==> src/rtl/running_max_if.sv <==
// Handshake bundle for running_max: a sample stream in, a windowed maximum out.
// Build option: define RUNNING_MAX_IDX_EN to add out_idx, the position of the maximum.
// The WIDTH and WINDOW given here must match the parameters of the running_max it serves.
interface running_max_if #(
  parameter int WIDTH  = 4,
  parameter int WINDOW = 8
);

  logic                           in_valid;
  logic                           in_ready;
  logic [WIDTH-1:0]               in_data;
  logic                           flush;
  logic                           out_valid;
  logic                           out_ready;
  logic [WIDTH-1:0]               out_max;
  logic [$clog2(WINDOW+1)-1:0]    out_count;
`ifdef RUNNING_MAX_IDX_EN
  logic [$clog2(WINDOW)-1:0]      out_idx;
`endif

`ifdef RUNNING_MAX_IDX_EN
  modport master (
    output in_valid, in_data, flush, out_ready,
    input  in_ready, out_valid, out_max, out_count, out_idx
  );

  modport slave (
    input  in_valid, in_data, flush, out_ready,
    output in_ready, out_valid, out_max, out_count, out_idx
  );
`else
  modport master (
    output in_valid, in_data, flush, out_ready,
    input  in_ready, out_valid, out_max, out_count
  );

  modport slave (
    input  in_valid, in_data, flush, out_ready,
    output in_ready, out_valid, out_max, out_count
  );
`endif

endinterface

==> src/rtl/running_max.sv <==
// running_max: collects up to WINDOW samples, then presents their maximum and count
// until the consumer takes it. A flush closes a non-empty window early.
// Build option: define RUNNING_MAX_IDX_EN to also report out_idx, the 0-based
// position of the first occurrence of the maximum inside the window.
module running_max #(
  parameter int WIDTH  = 4,
  parameter int WINDOW = 8,
  parameter int SIGNED = 0
) (
  input logic         clk,
  input logic         rst_n,
  running_max_if.slave bus
);

  localparam int CW = $clog2(WINDOW + 1);
  localparam int IW = $clog2(WINDOW);
  localparam logic [CW-1:0] LAST = CW'(WINDOW - 1);

  typedef enum logic {ACCUM, HOLD} state_t;

  state_t           state_q;
  state_t           state_d;
  logic [CW-1:0]    count_q;
  logic [WIDTH-1:0] max_q;
  logic             greater;
  logic             accept;
  logic             take;
  logic             in_ready_c;
  logic             out_valid_c;
  logic             release_c;

  // Strict greater-than between the incoming sample and the current max, in WIDTH bits
  always_comb begin
    greater = 1'b0;
    if (SIGNED != 0) begin
      greater = $signed(bus.in_data) > $signed(max_q);
    end else begin
      greater = bus.in_data > max_q;
    end
  end

  // Next state, handshake outputs and the accept/update strobes for the datapath
  always_comb begin
    state_d     = state_q;
    accept      = 1'b0;
    take        = 1'b0;
    in_ready_c  = 1'b0;
    out_valid_c = 1'b0;
    release_c   = 1'b0;
    case (state_q)
      ACCUM: begin
        in_ready_c = 1'b1;
        accept     = bus.in_valid;
        take       = accept && ((count_q == '0) || greater);
        if (accept && ((count_q == LAST) || bus.flush)) begin
          state_d = HOLD;
        end else if (!accept && bus.flush && (count_q != '0)) begin
          state_d = HOLD;
        end
      end
      HOLD: begin
        out_valid_c = 1'b1;
        release_c   = bus.out_ready;
        if (bus.out_ready) begin
          state_d = ACCUM;
        end
      end
      default: state_d = ACCUM;
    endcase
  end

  // State register; reset discards whatever window is open or held
  always_ff @(posedge clk) begin
    if (!rst_n) begin
      state_q <= ACCUM;
    end else begin
      state_q <= state_d;
    end
  end

  // Count and max: the first sample of a window loads unconditionally, later ones only if larger
  always_ff @(posedge clk) begin
    if (!rst_n) begin
      count_q <= '0;
      max_q   <= '0;
    end else if (accept) begin
      count_q <= count_q + CW'(1);
      if (take) begin
        max_q <= bus.in_data;
      end
    end else if (release_c) begin
      count_q <= '0;
    end
  end

`ifdef RUNNING_MAX_IDX_EN
  logic [IW-1:0] idx_q;

  // Position of the max follows the max update; the pre-increment count is the sample's position
  always_ff @(posedge clk) begin
    if (!rst_n) begin
      idx_q <= '0;
    end else if (take) begin
      idx_q <= count_q[IW-1:0];
    end
  end

  assign bus.out_idx = idx_q;
`endif

  assign bus.in_ready  = in_ready_c;
  assign bus.out_valid = out_valid_c;
  assign bus.out_max   = max_q;
  assign bus.out_count = count_q;

endmodule

==> src/flat_wrapper.sv <==
// flat-port wrapper written by rule: the top's interface ports become plain ports
module running_max_flat 
#(
  parameter int WIDTH  = 4,
  parameter int WINDOW = 8,
  parameter int SIGNED = 0
)
  (clk, rst_n, bus_in_valid, bus_in_data, bus_flush, bus_out_ready, bus_in_ready, bus_out_valid, bus_out_max, bus_out_count);
  running_max_if #(.WIDTH(WIDTH), .WINDOW(WINDOW)) bus_i ();
  input logic clk;
  input logic rst_n;
  input wire logic [$bits(bus_i.in_valid)-1:0] bus_in_valid;
  input wire logic [$bits(bus_i.in_data)-1:0] bus_in_data;
  input wire logic [$bits(bus_i.flush)-1:0] bus_flush;
  input wire logic [$bits(bus_i.out_ready)-1:0] bus_out_ready;
  output wire logic [$bits(bus_i.in_ready)-1:0] bus_in_ready;
  output wire logic [$bits(bus_i.out_valid)-1:0] bus_out_valid;
  output wire logic [$bits(bus_i.out_max)-1:0] bus_out_max;
  output wire logic [$bits(bus_i.out_count)-1:0] bus_out_count;
  assign bus_i.in_valid = bus_in_valid;
  assign bus_i.in_data = bus_in_data;
  assign bus_i.flush = bus_flush;
  assign bus_i.out_ready = bus_out_ready;
  assign bus_in_ready = bus_i.in_ready;
  assign bus_out_valid = bus_i.out_valid;
  assign bus_out_max = bus_i.out_max;
  assign bus_out_count = bus_i.out_count;
  running_max #(.WIDTH(WIDTH), .WINDOW(WINDOW), .SIGNED(SIGNED)) u_core (.clk(clk), .rst_n(rst_n), .bus(bus_i));
endmodule
==> config.mk <==
export PLATFORM = sky130hd
export DESIGN_NAME = running_max_flat
export DESIGN_NICKNAME = d
export VERILOG_FILES = /design/src/rtl/running_max_if.sv /design/src/rtl/running_max.sv /design/src/flat_wrapper.sv
export SDC_FILE = /design/constraint.sdc
export NUM_CORES = 1
export LEC_CHECK = 0
export ABC_AREA = 1
export CAP_MARGIN = 30
export CORE_UTILIZATION = 47
export DETAILED_ROUTE_END_ITERATION = 6
export GPL_TIMING_DRIVEN = 0
export PLACE_DENSITY_LB_ADDON = 0.1
export RECOVER_POWER = 50
export SLEW_MARGIN = 10
export SYNTH_ARGS = -nofsm -noshare
export SYNTH_HDL_FRONTEND = slang
export SYNTH_SLANG_ARGS = --single-unit
export TNS_END_PERCENT = 20
==> constraint.sdc <==
create_clock -name clk -period 4.32 [get_ports clk]
set_clock_uncertainty 0.2 [all_clocks]
set_input_delay 0.864 -clock clk [delete_from_list [all_inputs] [get_ports clk]]
set_output_delay 0.864 -clock clk [all_outputs]
set_load 0.01 [all_outputs]
==> summary.md <==
| Metric | Value |
|---|---|
| Synth cell types | 18 |
| CP Data Arrival Time | 2.38 ns |
| CTS tree | built |
| Drt via density | 4.58 |
| Pwr Total | 248 uW |
| Kind of end point of the critical path | flip-flop |
| # fillers | 100 |
| Post-DR wirelength/cell | between 9 and 10 um |
| Syn Inst Count | 80 |
| Fin Hold WS | about 0.32 ns |
| Final #Nets | 118 |
| Dpl hpwl | 875 um |
| Routed Antenna Nets | 0 |
| First-pass GRT wire length | around 1.7 mm |
| Post-CTS setup buffers | 0 |
| Finished Layout Cells | 116 |
| Maximum fanout along the worst path | 10 |
| Comb pwr share | 33.9% |
| Number of synthesis warnings | 0 |
| Core Region | 1160 um^2 |
| Crit path kind | input pin to flip-flop |
| Final Hold Vio Count | 0 |
| Num rows | 12 |
| # IOs | 19 |
| Setup TNS Final | 0 ns |
| Yosys top cell by area | dfxtp_1 |
| P_sw | 81.4 uW |
| Sw Ratio | 32.8% |
| Hold Crit Class | flip-flop to flip-flop |
| Initial Utilization | between 50% and 60% |
| IO buf count | 18 |
| # hold bufs at CTS | 0 |
| Max_cap viols | 0 |
| Die W | 38.2 um |
| Post-CTS sizing | 0 |
| Inst Count DP | 112 |
| Diode count | 0 |
| CTS root buf | clkbuf_4 |
| Area growth syn-to-layout | 34.4% |
| Clock Path Buffers | 2 |
| Max H-tree Level | 1 |
| Cell Area, Synth | 614 um^2 |
| Rel. slew slack | about 60% |
| Drt drc | 0 |
| R2R setup slack | ~2.7 ns |
| Initial antenna violation count | 0 |
| PwrDens | 301 nW/um^2 |
| Routed wire length | roughly 1.1 mm |
| DRT iter0 DRCs | 2 |
| Largest net degree at the start of global routing | 11 |
| Max VDD drop | 0.206 mV |
| Die Area | around 1500 um^2 |
| FF-to-FF path depth | 8 |
| GP Congestion | 0.699 |
| Clock transition at the registers of the reported paths | 0.06 ns |
| Leak | 0.382 nW |
| Total internal power | between 150 and 200 uW |
| Power share of the clock group | 26.8% |
| Post-Synthesis Net Count | 95 |
| Seq/Total Area, Yosys | 29.3% |
| Peak Freq | roughly 420 MHz |
| Nature of the critical path startpoint | input pin |
| Gr usage total | 17.9% |
| Layout cell share with drive strength beyond 1 | around 23% |
| Part of the power in registers | 39.2% |
| Final setup viols | 0 |
| Syn_area_per_cell | 7.68 um^2 |
| Slew @ Worst Pin | 0.610 ns |
| Clk Latency, worst-skew pair | between 0.2 and 0.3 ns |
| Seq cells post-synth | 9 |
| Period utilisation layout | 55.2% |
| Crit path time final | 2.39 ns |
| DRT Pass-1 Iters | 3 |
| Hold depth | 2 |
| Slew Viols, Final | 0 |
| Vias | 531 |
| Overflow after GRT | 0 |
| Clock sink count | 9 |
| Synth area leaders | dfxtp_1 (29%), ha_1 (12%), nand2_1 (9.8%) |
| WP data required | 4.32 ns |
| Status | finished, final reports clean |
| Fin util | 71.4% |
| RSZ-0062 raised after global routing | false |
| Vias in the first global route | 462 |
| Post-synth top area share | between 20% and 30% |
| Die Height | 38.2 um |
| CTS buffer count | 3 |
[layout by cell type, fill, tap and decap left out]
cell             instances
a211oi_1                 2
a211oi_2                 1
a21oi_1                  5
a21oi_2                  4
clkbuf_1                 2
clkbuf_4                 3
clkdlybuf4s50_1         13
dfxtp_1                  9
dlygate4sd3_1            5
ha_1                     6
inv_1                   13
inv_2                    3
nand2_1                 16
nand2_2                  1
nand2_4                  2
nand3_1                  2
nand3_2                  4
nor2_1                   4
nor2_2                   5
o21ai_0                  1
o21ai_1                  1
[cells in the mapped netlist]
cell	n
o21ai_0	1
nand3_2	4
nand3_1	2
a21oi_2	4
nand2_2	1
nand2_4	2
buf_6	1
a21oi_1	5
nand2_1	16
o21ai_1	1
ha_1	6
nor2_1	4
a211oi_1	1
nor2_2	5
inv_1	12
inv_2	4
a211oi_2	2
dfxtp_1	9
[per-stage QoR]
stage / cell area, um^2 / setup WS (ns)
2_1_floorplan: 614 / 2.33
3_3_place_gp: 812 / 1.84
3_5_place_dp: 812 / 1.81
4_1_cts: 838 / 2.02
5_1_grt: 826 / 1.81
6_report: 826 / 1.93
[final cells by class]
class                           instances  area [um^2]  share of cell area [%]
Timing Repair Buffer                   18          180                    21.8
Inverter                               16         60.1                    7.27
Sequential cell                         9          180                    21.8
Clock buffer                            4         26.3                    3.18
Tap cell                               14         17.5                    2.12
Multi-Input combinational cell         54          358                    43.3
Buffer                                  1         3.75                   0.455
[power groups by stage]
stage	sequential [mW]	combinational, mW	clock [mW]
finish	0.0974	0.0842	0.0666
global route	0.0986	0.0944	0.0728
CTS	0.0977	0.0900	0.0680
detailed placement	0.0996	0.0895	0
global placement	0.0994	0.0883	0
floorplan	0.102	0.0543	0
[critical path, stage by stage]
cell	delay, ns
dlygate4sd3_1	0.60
nand2_4	0.07
inv_1	0.08
clkbuf_1	0.48
nand2_1	0.12
a21oi_1	0.18
[layer usage]
| layer | GRT usage (%) | up-vias | part of all wire (%) |
|---|---|---|---|
| met5 | 0 | - | 0 |
| met4 | 10.7 | 0 | 1.3 |
| met3 | 6.98 | 2 | 6.1 |
| met2 | 30.9 | 11 | 49 |
| met1 | 17.7 | 220 | 44 |
| li1 | - | 298 | - |
[logic make-up (layout without fill, tap and decap cells)]
logic type	count (synthesis)	after routing	share of synthesized area [%]
AND/OR/NAND/NOR	34	34	30.1
AO/OA/AOI/OAI	14	14	16.7
buffers and inverters	17	39	11.6
adder cells (fa/ha/maj)	6	6	12.2
flip-flops	9	9	29.3
[final timing paths]
check	start	endpoint
setup reg to reg	u_core.bus.out_max[3]$_SDFFE_PN0P_	u_core.bus.out_max[3]$_SDFFE_PN0P_
setup / recovery	bus_in_valid	u_core.bus.out_count[1]$_SDFFE_PN0P_
hold / removal	u_core.bus.out_max[1]$_SDFFE_PN0P_	u_core.bus.out_max[1]$_SDFFE_PN0P_
hold reg to reg	u_core.bus.out_max[1]$_SDFFE_PN0P_	u_core.bus.out_max[1]$_SDFFE_PN0P_
[registers in the layout (all words and copies together), names as in the netlist]
name / count
u_core.bus.out_count: 4
u_core.state_q: 1
u_core.bus.out_max: 4
Note: power is estimated with default switching activity, not from simulation.
